**src/rtl/ws2812_arb_pkg.sv**
```systemverilog
// Shared types and widths for the WS2812 frame arbiter.
package ws2812_arb_pkg;
    localparam int CFG_NUM_W  = 6;
    localparam int CFG_DATA_W = 24;
    localparam int PCNT_W     = 7;

    typedef enum logic [1:0] {
        IDLE,
        START,
        STREAM,
        GAP
    } arb_state_t;
endpackage

```
**src/rtl/ws2812_arb_pick.sv**
```systemverilog
// Combinational winner pick: eligible (+ pointer) -> one-hot winner, zero if none eligible.
// WS_ARB_ROUND_ROBIN_EN selects circular search from the pointer; otherwise lowest index wins.
module ws2812_arb_pick #(
    parameter int N_REQ = 3
) (
    input  logic [N_REQ-1:0]         eligible,
`ifdef WS_ARB_ROUND_ROBIN_EN
    input  logic [$clog2(N_REQ)-1:0] ptr,
`endif
    output logic [N_REQ-1:0]         winner
);
`ifdef WS_ARB_ROUND_ROBIN_EN
    int   idx;
    logic found;

    always_comb begin
        winner = '0;
        found  = 1'b0;
        idx    = 0;
        for (int k = 0; k < N_REQ; k++) begin
            idx = int'(ptr) + k;
            if (idx >= N_REQ) idx = idx - N_REQ;
            if (!found && eligible[idx]) begin
                winner[idx] = 1'b1;
                found       = 1'b1;
            end
        end
    end
`else
    // Isolate the lowest set bit.
    assign winner = eligible & (~eligible + N_REQ'(1));
`endif
endmodule

```
**src/rtl/ws2812_frame_arbiter.sv**
```systemverilog
// Frame-atomic arbiter sharing one ws2812_ctrl serializer between N_REQ frame generators.
// Build option WS_ARB_ROUND_ROBIN_EN: round-robin pick instead of fixed lowest-index priority.
module ws2812_frame_arbiter
    import ws2812_arb_pkg::*;
#(
    parameter int N_REQ   = 3,
    parameter int LED_NUM = 64,
    parameter int GAP_CYC = 15000
) (
    input  logic                          sys_clk,
    input  logic                          sys_rst_n,
    input  logic [N_REQ-1:0]              req_start,
    input  logic [N_REQ-1:0]              req_en,
    input  logic [CFG_NUM_W*N_REQ-1:0]    req_num,
    input  logic [CFG_DATA_W*N_REQ-1:0]   req_data,
    output logic [N_REQ-1:0]              req_cfg_start,
    output logic                          ctrl_start,
    output logic [CFG_NUM_W-1:0]          ctrl_num,
    output logic [CFG_DATA_W-1:0]         ctrl_data,
    input  logic                          ctrl_cfg_start,
    output logic [N_REQ-1:0]              grant,
    output logic                          busy,
    output logic                          frame_done
);
    localparam int GAP_W = $clog2(GAP_CYC + 1);

    arb_state_t         state, state_nxt;
    logic [N_REQ-1:0]   start_q;
    logic [N_REQ-1:0]   pending;
    logic [N_REQ-1:0]   eligible;
    logic [N_REQ-1:0]   winner;
    logic [N_REQ-1:0]   take;
    logic [PCNT_W-1:0]  pulse_cnt;
    logic [GAP_W-1:0]   gap_cnt;
    logic               pulse_last;
    logic               gap_last;

    assign eligible   = pending & req_en;
    assign take       = (state == IDLE) ? winner : '0;
    assign pulse_last = ctrl_cfg_start && (pulse_cnt == PCNT_W'(LED_NUM - 1));
    assign gap_last   = (gap_cnt == GAP_W'(GAP_CYC - 1));

`ifdef WS_ARB_ROUND_ROBIN_EN
    localparam int PTR_W = $clog2(N_REQ);

    logic [PTR_W-1:0] ptr;
    logic [PTR_W-1:0] owner_idx;

    always_comb begin
        owner_idx = '0;
        for (int i = 0; i < N_REQ; i++) begin
            if (grant[i]) owner_idx = PTR_W'(i);
        end
    end

    always_ff @(posedge sys_clk or negedge sys_rst_n) begin
        if (!sys_rst_n) begin
            ptr <= '0;
        end else if (frame_done) begin
            ptr <= (owner_idx == PTR_W'(N_REQ - 1)) ? '0 : owner_idx + 1'b1;
        end
    end

    ws2812_arb_pick #(.N_REQ(N_REQ)) u_pick (
        .eligible (eligible),
        .ptr      (ptr),
        .winner   (winner)
    );
`else
    ws2812_arb_pick #(.N_REQ(N_REQ)) u_pick (
        .eligible (eligible),
        .winner   (winner)
    );
`endif

    always_ff @(posedge sys_clk or negedge sys_rst_n) begin
        if (!sys_rst_n) state <= IDLE;
        else            state <= state_nxt;
    end

    always_comb begin
        state_nxt = state;
        case (state)
            IDLE:    if (|eligible) state_nxt = START;
            START:   state_nxt = STREAM;
            STREAM:  if (pulse_last) state_nxt = GAP;
            GAP:     if (gap_last) state_nxt = IDLE;
            default: state_nxt = IDLE;
        endcase
    end

    always_comb begin
        ctrl_start    = (state == START);
        busy          = (state != IDLE);
        frame_done    = (state == GAP) && gap_last;
        req_cfg_start = (state == STREAM && ctrl_cfg_start) ? grant : '0;
        ctrl_num      = '0;
        ctrl_data     = '0;
        for (int i = 0; i < N_REQ; i++) begin
            if (grant[i]) begin
                ctrl_num  = ctrl_num  | req_num[CFG_NUM_W*i +: CFG_NUM_W];
                ctrl_data = ctrl_data | req_data[CFG_DATA_W*i +: CFG_DATA_W];
            end
        end
    end

    // A new edge in the same cycle as the grant re-arms the pending bit.
    always_ff @(posedge sys_clk or negedge sys_rst_n) begin
        if (!sys_rst_n) begin
            start_q <= '0;
            pending <= '0;
        end else begin
            start_q <= req_start;
            pending <= (pending & ~take) | (req_start & ~start_q);
        end
    end

    always_ff @(posedge sys_clk or negedge sys_rst_n) begin
        if (!sys_rst_n) begin
            grant <= '0;
        end else if (state == IDLE && |eligible) begin
            grant <= winner;
        end else if (frame_done) begin
            grant <= '0;
        end
    end

    always_ff @(posedge sys_clk or negedge sys_rst_n) begin
        if (!sys_rst_n) begin
            pulse_cnt <= '0;
        end else if (state == START) begin
            pulse_cnt <= '0;
        end else if (state == STREAM && ctrl_cfg_start && pulse_cnt != '1) begin
            pulse_cnt <= pulse_cnt + 1'b1;
        end
    end

    always_ff @(posedge sys_clk or negedge sys_rst_n) begin
        if (!sys_rst_n) begin
            gap_cnt <= '0;
        end else if (state != GAP) begin
            gap_cnt <= '0;
        end else if (gap_cnt != GAP_W'(GAP_CYC)) begin
            gap_cnt <= gap_cnt + 1'b1;
        end
    end
endmodule

```
**config.mk**
```make
export PLATFORM = sky130hd
export DESIGN_NAME = ws2812_frame_arbiter
export DESIGN_NICKNAME = d
export VERILOG_FILES = /design/src/rtl/ws2812_arb_pkg.sv /design/src/rtl/ws2812_arb_pick.sv /design/src/rtl/ws2812_frame_arbiter.sv
export SDC_FILE = /design/constraint.sdc
export NUM_CORES = 1
export LEC_CHECK = 0
export CORE_AREA = 2 2 79 81
export CTS_BUF_LIST = sky130_fd_sc_hd__clkbuf_16
export CTS_CLUSTER_DIAMETER = 60
export CTS_CLUSTER_SIZE = 40
export DETAILED_ROUTE_END_ITERATION = 16
export DIE_AREA = 0 0 81 83
export PLACE_DENSITY = 0.86
export SYNTH_ARGS = -nofsm -noshare
export SYNTH_HDL_FRONTEND = slang
export SYNTH_SLANG_ARGS = --single-unit
```
**constraint.sdc**
```tcl
create_clock -name sys_clk -period 2.2 [get_ports sys_clk]
set_input_delay 0.44 -clock sys_clk [delete_from_list [all_inputs] [get_ports sys_clk]]
set_output_delay 0.44 -clock sys_clk [all_outputs]
set_load 0.005 [all_outputs]
```
# Yosys cells after proc, flatten, opt, wreduce, memory -nomap -nowiden
# Index checks and enable logic that the tools add are counted.
[totals]
elab_cells = 62
inputBits = 99
reg_bits = 32
n_memories = 0
ram_bits = 0
romBits = 0
latch_bits = 0
output_inout_bits = 39
[classes]
n_mux = 18
n_shift = 0
reduce_logical = 12
n_div = 0
eq_ne = 11
bitwise = 12
order_cmp = 0
multipliers = 0
n_addsub = 3
[op_table]
columns = ["operator", "n"]
rows = [
  ["24-bit two-way mux", 3],
  ["24-bit bitwise OR", 2],
  ["14-bit two-way mux", 2],
  ["6-bit two-way mux", 3],
  ["14-bit by 1-bit adder with 14-bit output (second input constant)", 1],
  ["14-bit equality test (second input constant)", 1],
  ["7-bit two-way mux", 2],
  ["14-bit inequality test (second input constant)", 1],
  ["3-bit AND", 4],
  ["3-bit two-way mux", 4],
  ["6-bit bitwise OR", 2],
  ["3-bit inverter", 3],
  ["2-bit one-hot mux with 4 select lines", 1],
  ["2-bit nonzero test", 4],
  ["7-bit by 1-bit adder with 7-bit output (second input constant)", 1],
  ["7-bit by 6-bit equality test with 1-bit output (second input constant)", 1],
  ["7-bit inequality test (second input constant)", 1],
  ["2-bit two-way mux", 3],
  ["2-bit inequality test (second input constant)", 3],
  ["1-bit logical AND", 5],
  ["2-bit equality test (second input constant)", 2],
  ["3-bit by 1-bit adder with 3-bit output (second input constant)", 1],
  ["3-bit bitwise OR", 1],
  ["3-bit AND reduction", 1],
  ["other kinds (4)", 4],
]

# Depth between registers and ports, before layout
# Gate-level depths: netlist of run 1.
[depth]
word_depth = 8
ltp_mapped = 6
ltp_nobuf = 6

# Cells and area by module
# Synthesis of run 1 repeated with hierarchy kept, for this count alone.
[unflattened]
cells_unflattened = 234
area_unflattened_um2 = 2199.6
[modules_own_cells]
columns = ["module", "seq_area_each_um2", "n_inst", "area_each_um2", "cells_each"]
rows = [
  ["ws2812_frame_arbiter", 800.8, 1, 2173.3, 231],
  ["ws2812_arb_pick", 0.0, 1, 26.3, 3],
]

# Least setup slack after synthesis of run 1
# OpenSTA, ideal clock, no wires.
[synth_timing]
path_kind = "reg-to-output"
startpoint = "register gap_cnt[5]"
endpoint = "output frame_done"
n_path_buf = 0
t_arrival_ns = 1.116
required_ns = 1.760
path_slack_ns = 0.644
path_stages_with_launch = 4
path_cell_list = "dfrtp_1 nand4bb_4 nor4_1 and2_1"
[synth_between]
elab_chain_len = 2
[synth_rtl]
columns = ["element", "line", "source"]
rows = [
  ["start, declared", "ws2812_frame_arbiter.sv:34", "logic [GAP_W-1:0] gap_cnt;"],
  ["start signal, assigned", "ws2812_frame_arbiter.sv:144", "gap_cnt <= gap_cnt + 1'b1;"],
  ["14-bit equality test", "ws2812_frame_arbiter.sv:41", "assign gap_last = (gap_cnt == GAP_W'(GAP_CYC - 1));"],
  ["1-bit logical AND", "ws2812_frame_arbiter.sv:95", "frame_done = (state == GAP) && gap_last;"],
  ["end, declared", "ws2812_frame_arbiter.sv:23", "output logic frame_done"],
]
# No other way between the ends.

# Worst setup path in the final report of run 1
[layout_timing]
startpoint = "register grant[0]"
endpoint = "output ctrl_data[13]"
[layout_between]
elab_chain_len = 5
[layout_rtl]
columns = ["element", "line", "source"]
rows = [
  ["start, declared", "ws2812_frame_arbiter.sv:21", "output logic [N_REQ-1:0] grant,"],
  ["start signal, assigned", "ws2812_frame_arbiter.sv:122", "grant <= winner;"],
  ["24-bit two-way mux (*)", "ws2812_frame_arbiter.sv:100", "if (grant[i]) begin"],
  ["24-bit bitwise OR", "ws2812_frame_arbiter.sv:102", "ctrl_data = ctrl_data | req_data[CFG_DATA_W*i +: CFG_DATA_W];"],
  ["24-bit two-way mux (*)", "ws2812_frame_arbiter.sv:100", ""],
  ["24-bit bitwise OR", "ws2812_frame_arbiter.sv:102", ""],
  ["24-bit two-way mux (*)", "ws2812_frame_arbiter.sv:100", ""],
  ["end, declared", "ws2812_frame_arbiter.sv:19", "output logic [CFG_DATA_W-1:0] ctrl_data,"],
]
# Every way passes the cells marked *; elsewhere a longest branch is shown, timed or not.

==> out/results.tsv, run 1 <==
stage	metric	value	unit
critical_path	max_stage_delay	0.42	ns
pwr	combPwrFrac	0.578	
sta	min_period_over_period	0.9867	
routing	ant_nets	0	
logic_synthesis	synth.cell_area	0.002137	mm2
logic_synthesis	avgSynthCellArea	9.251	um2
routing	vias	2570	
sta	slew_violations	0	
floorplanning	io_pins	138	
sta	hold_viol	0	
sta	worst_slack	0.02917	ns
critical_path	cp.required	1.76	ns
critical_path	end_kind	primary output	
finish	fillCellCount	433	
clock_tree	path_clk_slew	0.05	ns
place	gp_congestion	0.8409	
place	place_ws	-0.1569	ns
sta	fin_crit	2.171	ns
clock_tree	clock_sinks	32	
routing	drc	0	
sta	setup_violations	0	
pwr	seqPwrFrac	0.220	
floorplanning	initial_utilization	0.3675	
clock_tree	clockBufferDepth	2	
logic_synthesis	synthArstFlopShare	1.000	
pwr	p_leak	2.001	nW
finish	design_area	0.004075	mm2
sta	rsz0062_at_grt	yes	
clock_tree	htreeDepth	2	
sta	max_slew_margin	0.6630	
logic_synthesis	synth-edff-count	0	
clock_tree	ctsRootBufferMaster	clkbuf_16	
place	placed_area	0.003716	mm2
pwr	switchingPower	1.310	mW
logic_synthesis	syn_nets	337	
routing	wl_per_cell	18.46	um
place	numPortBuffers	137	
clock_tree	cts_tree	done	
critical_path	start_kind	flip-flop	
pwr	vdd_drop_max	0.7476	mV
sta	fin_setup_tns	0	ns
sta	tightest_slew	0.5013	ns
logic_synthesis	yosysTopAreaCell	dfrtp_1	
logic_synthesis	yosys.cell_types.count	40	
routing	firstDrtPassIters	7	
global_route	grt_max_degree	33	
critical_path	cpMaxStageDelayCell	dfrtp_2	
floorplanning	fp.dieH	83	um
critical_path	worstSetupPathType	reg -> out	
pwr	swShare	0.3458	
finish	final_util	0.7007	
floorplanning	die_w	81	um
critical_path	path_cells	buf_4 -> clkbuf_16 -> a222oi_1 -> inv_1 -> dlygate4sd2_1	
logic_synthesis	synth_cells	231	
place	hpwl	6370	um
routing	initialDrtViolationCount	191	
pwr	p_int	2.479	mW
routing	wl	8697	um
critical_path	arrival	1.73	ns
finish	nets	499	
clock_tree	cts_made_buffers	5	
routing	viasPerCell	5.456	
hold_path	hp-class	reg -> reg	
floorplanning	row_count	28	
clock_tree	insertion_delay	0.28	ns
pwr	p_clk_frac	0.202	
critical_path	worstPathMaxFanout	15	
logic_synthesis	synthTopCellsByArea	dfrtp_1, a222oi_1, inv_1	
critical_path	cp_num_buf_inv	4	
global_route	grt_pass1_wl	12400	um
pwr	p_per_area	929.6	mW/mm2
global_route	grtUsageTotal	0.2379	
run_status	run_status	completed	
sta	fin_skew	0.002841	ns
job	max-cap-violations	0	
logic_synthesis	ys.flop_type	dfrtp_1	
floorplanning	die_area	0.006723	mm2
critical_path	path_delay_family	buffers and inverters	
finish	area_growth	90.69	%
sta	timing.hold.ws	0.4185	ns
logic_synthesis	ys_seq_elements	32	
logic_synthesis	yosys_warnings	0	
floorplanning	core_area	0.005816	mm2
global_route	grt_overflow	0	
sta	fmax	460.7	MHz
finish	drive_above_1_share	0.1345	
clock_tree	postCtsHoldBufs	0	
global_route	grt_pass1_vias	2469	
global_route	antenna_found_initial	2	
logic_synthesis	seq_area_frac_synth	0.3747	
logic_synthesis	synth.top_cell.area_share	0.3747	
metal layers:
| metal | up-vias | track usage | part of all wire | wire length (um) |
|---|---|---|---|---|
| met3 | 20 | 0.07174 | 0.095 | 826 |
| li1 | 1186 | - | - | - |
| met1 | 1229 | 0.2636 | 0.38 | 3291 |
| met4 | 0 | 0.09861 | 0.029 | 252 |
| met5 | - | 0 | 0 | 0 |
| met2 | 135 | 0.4140 | 0.50 | 4327 |
cell usage after synthesis (3+ instances only):
master / count
nor3_1: 3
inv_1: 43
ha_1: 7
dfrtp_1: 32
nor2_1: 18
nand4_1: 4
xor2_1: 5
and3_1: 3
clkbuf_1: 11
o21ai_0: 4
a222oi_1: 30
xnor2_1: 7
nand2_1: 15
and2_1: 3
a22oi_1: 3
nand3_1: 8
a21oi_1: 5
placed cells by master, fill, tap and decap left out, types with 4 or more instances in the layout:
cell type	instances
a21oi_1	5
nand3_1	8
nand2_1	15
buf_4	22
nand4_1	4
xnor2_1	7
dfrtp_1	29
nor2_1	18
ha_1	5
clkdlybuf4s50_1	107
xor2_1	5
dlygate4sd2_1	16
a222oi_1	30
dlymetal6s2s_1	13
clkbuf_16	6
o21ai_0	4
inv_1	44
logic make-up (layout without fill, tap and decap cells):
group	after synthesis	count (layout)	synth area share
other	0	2	0
AO/OA/AOI/OAI	54	54	0.2324
flip-flops	32	32	0.3747
buffers and inverters	54	217	0.09485
AND/OR/NAND/NOR	69	69	0.1915
adder cells (fa/ha/maj)	7	7	0.04098
XOR/XNOR	12	12	0.04918
multiplexers	3	3	0.01639
cell type report:
cell class,instances,area (um2),share of cell area
antenna,2,5.005,0.001228
multi-input combinational,145,1164,0.2855
timing repair buffer,166,1683,0.4130
clock inverter,3,38.79,0.009518
inverter,43,161.4,0.03961
tap,75,93.84,0.02303
sequential,32,804.5,0.1974
clock buffer,5,125.1,0.03070
sequential cells by signal (all words and copies together) (netlist names):
name       cells
start_q        3
pulse_cnt      7
grant          3
gap_cnt       14
pending        3
state          2
worst paths after layout:
path	startpoint	endpoint	slack [ns]	cells after the start
min reg2reg	start_q[0]	pending[0]	0.42	1
max reg2reg	gap_cnt[10]	state[1]	0.37	5
min	start_q[0]	pending[0]	0.42	1
min in group asynchronous	sys_rst_n	gap_cnt[7]	0.55	2
max in group asynchronous	sys_rst_n	grant[1]	1.33	2
max	grant[0]	ctrl_data[13]	0.03	5
through the flow:
stage                     std cells  power, mW
after detailed placement        451      2.880
after global routing            471      4.015
final                           471      3.788
after floorplan                 231      1.717
after CTS                       462      3.685
after global placement          451      2.825
power by group through the flow:
| stage | Clock [mW] | Combinational (mW) | Sequential [mW] |
|---|---|---|---|
| 5_1_grt | 0.801 | 2.36 | 0.849 |
| 6_report | 0.764 | 2.19 | 0.833 |
| 4_1_cts | 0.773 | 2.08 | 0.829 |
| 2_1_floorplan | 0 | 0.918 | 0.799 |
| 3_3_place_gp | 0 | 2.00 | 0.826 |
| 3_5_place_dp | 0 | 2.04 | 0.838 |
what timing repair did:
action                     in CTS  in global routing
setup buffers                   2                  6
cloned                          1                  1
setup endpoints to repair      32                 19
pin swaps                      12                 15
resized for setup              24                 21
Power figures use the tool's default switching activity.
==> inputs of run 2 (changes only) <==
--- a/config.mk
+++ b/config.mk
@@ -11,7 +11,7 @@
 export CTS_CLUSTER_SIZE = 40
 export DETAILED_ROUTE_END_ITERATION = 16
 export DIE_AREA = 0 0 81 83
-export PLACE_DENSITY = 0.86
+export PLACE_DENSITY = 0.81
 export SYNTH_ARGS = -nofsm -noshare
 export SYNTH_HDL_FRONTEND = slang
 export SYNTH_SLANG_ARGS = --single-unit
==> run 2 against run 1 <==
  * Cell area fell by 0.89%
  * Clock power shrank 16%
  * Count of clock-buffer cells in the layout stayed put
  * Non-clock buffer count did not move
  * Combinational power barely moved
  * Worst setup slack worse by 0.019 ns
  * Die area is the same
  * Sequential cell count unchanged
  * Global-route usage grew 2.0 points
  * First-iteration DRC count did not move
  * Maximum frequency is 0.86% lower
  * Sequential share of layout area up 0.15 points
  * Critical path type is now in -> out
==> out/results.tsv, run 2 (synthesis gave the netlist of run 1 again) <==
stage	metric	value	unit	change
run_status	run_status	completed		
routing	viasPerCell	5.469		+0.23%
clock_tree	cts_tree	done		
finish	regArea	803.3	um2	-0.16%
global_route	grt_pass1_vias	2521		+2.1%
place	gp_congestion	0.8117		-3.5%
floorplanning	row_count	28		unchanged
critical_path	worstSetupPathType	in -> out		
clock_tree	clockBufferDepth	2		unchanged
sta	worst_slack	0.01041	ns	-0.01876 ns
hold_path	hp-class	reg -> reg		
sta	fin_setup_tns	0	ns	unchanged
critical_path	regToRegStartpoint	gap_cnt[8]		
sta	setup_violations	0		unchanged
clock_tree	clock_sinks	32		unchanged
critical_path	arrival	1.75	ns	+0.02 ns
finish	multi_input_area	0.001156	mm2	-0.65%
global_route	grt_pass1_wl	13120	um	+5.8%
finish	area_growth	88.99	%	
floorplanning	io_pins	138		unchanged
sta	max_slew_margin	0.6594		-0.003606
global_route	antenna_found_initial	1		-1
critical_path	crit_top_cell	clkdlybuf4s50_1		
critical_path	cpMaxStageDelayCell	clkdlybuf4s50_1		
job	max-cap-violations	0		unchanged
critical_path	reg2reg_to	state[1]		
routing	initialDrtViolationCount	191		unchanged
sta	hold_viol	0		unchanged
critical_path	worstPathMaxFanout	1		-14
floorplanning	core_area	0.005816	mm2	unchanged
pwr	p_per_area	899.5	mW/mm2	-3.2%
place	place_ws	-0.09699	ns	+0.05995 ns
clock_tree	htreeDepth	2		unchanged
critical_path	reg2regPathDepth	5		unchanged
finish	final_cell_mix	clkdlybuf4s50_1, inv_1, a222oi_1, dfrtp_1, buf_4		
critical_path	reg2reg_setup_slack	0.41	ns	+0.04 ns
hold_path	holdPathStages	1		unchanged
critical_path	max_stage_delay	0.45	ns	+0.03 ns
place	numPortBuffers	137		unchanged
place	placed_area	0.003779	mm2	+1.7%
floorplanning	die_area	0.006723	mm2	unchanged
sta	tightest_slew	0.5067	ns	+0.005364 ns
routing	wl_per_cell	19.03	um	+3.1%
sta	timing.hold.ws	0.4178	ns	-0.0007430 ns
routing	drc	0		unchanged
sta	fin_crit	2.190	ns	+0.01876 ns
clock_tree	path_clk_slew	0.05	ns	about the same
global_route	grtUsageTotal	0.2574		+0.01958
sta	fin_skew	0.002794	ns	-0.00004683 ns
pwr	vdd_drop_max	0.5517	mV	-26%
clock_tree	insertion_delay	0.27	ns	about the same
clock_tree	cts_made_buffers	5		unchanged
sta	min_period_over_period	0.9953		+0.008527
critical_path	cp.required	1.76	ns	about the same
global_route	grt_overflow	0		unchanged
routing	ant_nets	0		unchanged
hold_path	hold_start	start_q[0]		
routing	firstDrtPassIters	5		-2
floorplanning	die_w	81	um	unchanged
finish	final-instance-count-excl-fill	469		-0.42%
place	place_inst	456		+1.1%
floorplanning	initial_utilization	0.3675		unchanged
finish	drive_above_1_share	0.1323		-0.002202
finish	nets	499		unchanged
floorplanning	fp.dieH	83	um	unchanged
pwr	p_leak	2.022	nW	+1.1%
finish	largest_reg_flops	14		unchanged
finish	fillCellCount	471		+8.8%
sta	slew_violations	0		unchanged
place	hpwl	6923	um	+8.7%
finish	design_area	0.004039	mm2	-0.89%
finish	regMostFlops	gap_cnt		
routing	vias	2565		-0.19%
finish	top_regs	gap_cnt: 14 flops, pulse_cnt: 7 flops		
clock_tree	ctsRootBufferMaster	clkbuf_16		
finish	layout_commonest_cell	clkdlybuf4s50_1		
sta	fmax	456.7	MHz	-0.86%
critical_path	start_kind	input port		
global_route	grt_max_degree	33		unchanged
critical_path	path_cells	clkdlybuf4s50_1 -> a222oi_1 -> inv_1 -> clkdlybuf4s50_1		
routing	wl	8925	um	+2.6%
hold_path	hold_path_end	pending[0]		
critical_path	end_kind	primary output		
## run 2: cell count changes in the layout (fill, tap and decap cells not counted), sizes merged
cell and delta:
diode -1, bufbuf -1, bufinv -1, buf +1, dlymetal6s2s +6, clkbuf -1, clkdlybuf4s50 +2, dlygate4sd2 -7
## run 2: how the worst max path moves through the flow
stage,start,end,slack [ns],cells past startpoint
floorplan,gap_cnt[5],frame_done,0.64,3
global placement,req_num[2],ctrl_num[2],-0.09,4
detailed placement,req_num[16],ctrl_num[4],-0.1,5
CTS,req_data[3],ctrl_data[3],0.01,4
global route,grant[1],ctrl_data[11],-0.04,4
finish,req_data[11],ctrl_data[11],0.01,4
## run 2: worst max-delay path: cells and delay by family
| kind | cells | cell delay, ns |
|---|---|---|
| buf+inv | 3 | 0.93 |
| compound gates | 1 | 0.38 |
## run 2: cell type report
class                           count  area share
Timing Repair Buffer              166      0.4179
Clock buffer                        5     0.03098
Clock inverter                      2    0.002169
Tap cell                           75     0.02323
Multi-Input combinational cell    145      0.2862
Sequential cell                    32      0.1989
Antenna cell                        1   0.0006196
Inverter                           43     0.03996
## run 2: power breakdown
part	switching (mW)	internal [mW]
clock	0.233	0.405
sequential	0.114	0.704
combinational	0.937	1.24
total	1.28	2.35
## run 2: metrics by stage
step                power, mW    util
floorplan               1.717       -
global placement        2.940  0.6497
detailed placement      2.979  0.6497
CTS                     3.611  0.6775
global route            3.890  0.6945
finish                  3.633  0.6945
## run 2: timing repair
action | in CTS | in global routing
setup endpoints to repair | 10 | 25
gates resized for setup | 13 | 25
pin swaps | 8 | 15
gates cloned | 0 | 1
hold buffers | 0 | 0
setup buffers | 3 | 1
## run 2: metal layers
metal	global-route usage	vias to the layer above	wire, um
met3	0.09348	15	978
met1	0.2846	1230	3179
li1	-	1186	-
met4	0.1032	0	228
met5	0	-	0
met2	0.4395	134	4538
==> inputs of run 3 (changes only) <==
--- a/config.mk
+++ b/config.mk
@@ -5,13 +5,14 @@
 export SDC_FILE = /design/constraint.sdc
 export NUM_CORES = 1
 export LEC_CHECK = 0
-export CORE_AREA = 2 2 79 81
+export CORE_AREA = 2 2 81 83
 export CTS_BUF_LIST = sky130_fd_sc_hd__clkbuf_16
 export CTS_CLUSTER_DIAMETER = 60
 export CTS_CLUSTER_SIZE = 40
 export DETAILED_ROUTE_END_ITERATION = 16
-export DIE_AREA = 0 0 81 83
-export PLACE_DENSITY = 0.81
+export DIE_AREA = 0 0 83 85
+export PLACE_DENSITY = 0.78
 export SYNTH_ARGS = -nofsm -noshare
 export SYNTH_HDL_FRONTEND = slang
+export SYNTH_HIERARCHICAL = 1
 export SYNTH_SLANG_ARGS = --single-unit
==> run 3 against run 2 <==
  * Via count down 2.7%
  * Utilization down 4.7 points
  * Area after synthesis up 2.9%
  * Worst hold slack better by 0.00051 ns
  * Final cell count down 0.21%
  * Sequential share of layout area about the same
  * Routed wire length down 14%
  * Cell area down 0.56%
  * Critical endpoint is now ctrl_num[2]
  * Critical path depth unchanged
  * Sequential cell count unchanged
  * Highest routed layer unchanged
  * Sequential power down 2.8%
==> out/results.tsv, run 3 <==
stage	metric	value	unit	change
run_status	run_status	completed		
logic_synthesis	ys_seq_elements	32		unchanged
sta	tightest_slew	0.4396	ns	-0.06713 ns
pwr	swShare	0.3425		-0.01096
critical_path	start_kind	flip-flop		
global_route	grt_max_degree	34		+3.0%
global_route	grt_overflow	0		unchanged
floorplanning	core_area	0.006205	mm2	+6.7%
logic_synthesis	synth_common_cells	inv_1, dfrtp_1, a222oi_1		
logic_synthesis	synthArstFlopShare	1.000		unchanged
critical_path	arrival	1.74	ns	about the same
finish	final_cell_mix	clkdlybuf4s50_1, inv_1, dfrtp_1, a222oi_1, buf_4		
pwr	vdd_drop_max	0.4959	mV	-10%
critical_path	reg2regPathDepth	7		+2
routing	drc	0		unchanged
global_route	grt_util_met1	0.2551		-0.02957
pwr	p_int	2.194	mW	-6.6%
place	placed_area	0.003805	mm2	+0.70%
critical_path	reg2reg_setup_slack	0.47	ns	+0.06 ns
global_route	antenna_found_initial	1		unchanged
logic_synthesis	seq_area_frac_synth	0.3641		-0.01066
floorplanning	io_pins	138		unchanged
global_route	grt_use_met3	0.05253		-0.04095
finish	final_util	0.6473		-0.04718
clock_tree	clock_sinks	32		unchanged
finish	final-instance-count-excl-fill	468		-0.21%
finish	nets	497		-0.40%
clock_tree	insertion_delay	0.28	ns	about the same
sta	fmax	459.4	MHz	+0.60%
pwr	p_clk_frac	0.192		+0.016
place	gp_congestion	0.9169		+13%
clock_tree	ctsRootBufferMaster	clkbuf_16		
logic_synthesis	synth_most_common_cell	inv_1		
logic_synthesis	syn_nets	341		+1.2%
finish	design_area	0.004016	mm2	-0.56%
pwr	seqPwrFrac	0.238		+0.013
logic_synthesis	synth.top_cell.area_share	0.3641		-0.01066
logic_synthesis	ys.flop_type	dfrtp_1		
logic_synthesis	yosysTopAreaCell	dfrtp_1		
routing	wl	7684	um	-14%
sta	max_slew_margin	0.7045		+0.04513
global_route	grt-busiest-layer	met2		
logic_synthesis	synth-edff-count	0		unchanged
finish	top_regs	gap_cnt: 14 flops, pulse_cnt: 7 flops		
floorplanning	die_area	0.007055	mm2	+4.9%
finish	fillCellCount	515		+9.3%
critical_path	worstSetupPathType	reg -> out		
finish	drive_above_1_share	0.1154		-0.01693
sta	fin_skew	0.005016	ns	+0.002222 ns
global_route	grtUsageTotal	0.2204		-0.03705
critical_path	end_kind	primary output		
critical_path	reg2reg_to	pulse_cnt[1]		
logic_synthesis	yosys_warnings	6		+6
critical_path	worstPathMaxFanout	19		+18
sta	fin_setup_tns	0	ns	unchanged
floorplanning	die_w	83	um	+2.5%
routing	initialDrtViolationCount	218		+14%
hold_path	hp-class	reg -> reg		
finish	largest_reg_flops	14		unchanged
pwr	p_per_area	830.7	mW/mm2	-7.6%
pwr	switchingPower	1.143	mW	-11%
critical_path	regToRegStartpoint	state[0]		
job	max-cap-violations	0		unchanged
clock_tree	clockBufferDepth	2		unchanged
routing	vias	2496		-2.7%
finish	layout_commonest_cell	clkdlybuf4s50_1		
pwr	combPwrFrac	0.570		-0.029
sta	rsz0062_at_grt	yes		
global_route	grt_pass1_wl	12550	um	-4.4%
routing	firstDrtPassIters	9		+4
hold_path	holdPathStages	1		unchanged
routing	viasPerCell	5.333		-2.5%
critical_path	cp.required	1.76	ns	about the same
place	hpwl	6073	um	-12%
logic_synthesis	avgSynthCellArea	9.400	um2	+1.6%
floorplanning	row_count	29		+3.6%
pwr	p_leak	1.991	nW	-1.5%
hold_path	hold_start	start_q[2]		
floorplanning	fp.dieH	85	um	+2.4%
logic_synthesis	synth.cell_area	0.002200	mm2	+2.9%
sta	fin_crit	2.177	ns	-0.01301 ns
logic_synthesis	yosys.cell_types.count	43		+7.5%
hold_path	hold_path_end	pending[2]		
pwr	finalPower	3.337	mW	-8.2%
clock_tree	postCtsHoldBufs	0		unchanged
global_route	grt_pass1_vias	2486		-1.4%
clock_tree	path_clk_slew	0.05	ns	about the same
routing	wl_per_cell	16.42	um	-14%
routing	ant_nets	0		unchanged
place	numPortBuffers	137		unchanged
sta	setup_violations	0		unchanged
sta	hold_viol	0		unchanged
finish	regMostFlops	gap_cnt		
sta	min_period_over_period	0.9894		-0.005913
clock_tree	cts_made_buffers	5		unchanged
logic_synthesis	synthTopCellsByArea	dfrtp_1, a222oi_1, inv_1		
logic_synthesis	synth_cells	234		+1.3%
clock_tree	htreeDepth	2		unchanged
sta	slew_violations	0		unchanged
floorplanning	initial_utilization	0.3545		-0.01296
finish	area_growth	82.59	%	
global_route	met2_usage	0.3820		-0.05755
clock_tree	cts_tree	done		
place	place_inst	458		+0.44%
## run 3: repair_timing
action / CTS / global route
endpoints found under the setup margin: 11 / 27
resized for setup: 9 / 18
buffers inserted: 1 / 1
hold endpoints to repair: 0 / 0
pin swaps: 5 / 17
## run 3: how the worst max path moves through the flow
| stage | from | slack [ns] | cells past startpoint | end |
|---|---|---|---|---|
| 6_report | grant[0] | 0.02 | 4 | ctrl_num[2] |
| 5_1_grt | grant[0] | -0.09 | 4 | ctrl_num[2] |
| 3_3_place_gp | req_num[4] | -0.19 | 5 | ctrl_num[4] |
| 3_5_place_dp | req_num[4] | -0.14 | 5 | ctrl_num[4] |
| 4_1_cts | gap_cnt[1] | -0.14 | 5 | frame_done |
| 2_1_floorplan | gap_cnt[5] | 0.63 | 3 | frame_done |
## run 3: critical path, stage by stage, from the launching register on
cell	delay (ns)
dfrtp_1	0.40
buf_6	0.17
a222oi_1	0.35
inv_1	0.09
clkdlybuf4s50_1	0.45
## run 3: routing by layer
layer	share of wire	vias up
met3	0.064	21
met2	0.50	106
met1	0.39	1190
li1	-	1179
met4	0.046	0
met5	0	-
## run 3: area by class of cell
class | count | area [um2] | area share
diodes | 1 | 2.502 | 0.0006231
clock buffers | 5 | 125.1 | 0.03115
clock inverters | 2 | 7.507 | 0.001869
inverters | 43 | 161.4 | 0.04019
multi-input cells | 148 | 1215 | 0.3025
flip-flops and latches | 32 | 800.8 | 0.1994
well taps | 77 | 96.34 | 0.02399
repair buffers | 160 | 1608 | 0.4003
## run 3: kinds of logic (layout without fill, tap and decap cells)
family          after synthesis  after routing  share of synthesized area
fa+ha+maj                     8              8                    0.04551
flops                        32             32                     0.3641
compound gates               54             54                     0.2275
buf+inv                      54            210                    0.09386
xor+xnor                     12             12                    0.04778
simple gates                 71             71                     0.2054
mux                           3              3                    0.01593
other cells                   0              1                          0
## run 3: stage by stage
stage	hold slack, ns	worst slack (ns)
after global placement	0.4031	-0.1917
final	0.4183	0.02342
after detailed placement	0.4216	-0.1438
after CTS	0.4256	-0.1397
after floorplan	0.1444	0.6348
after global routing	0.4624	-0.08880
## run 3: power groups by stage
stage          combinational [mW]  sequential, mW  clock (mW)
3_3_place_gp                 1.92           0.793           0
4_1_cts                      1.95           0.796       0.660
5_1_grt                      2.09           0.816       0.679
3_5_place_dp                 1.96           0.804           0
2_1_floorplan               0.898           0.785           0
6_report                     1.90           0.795       0.640
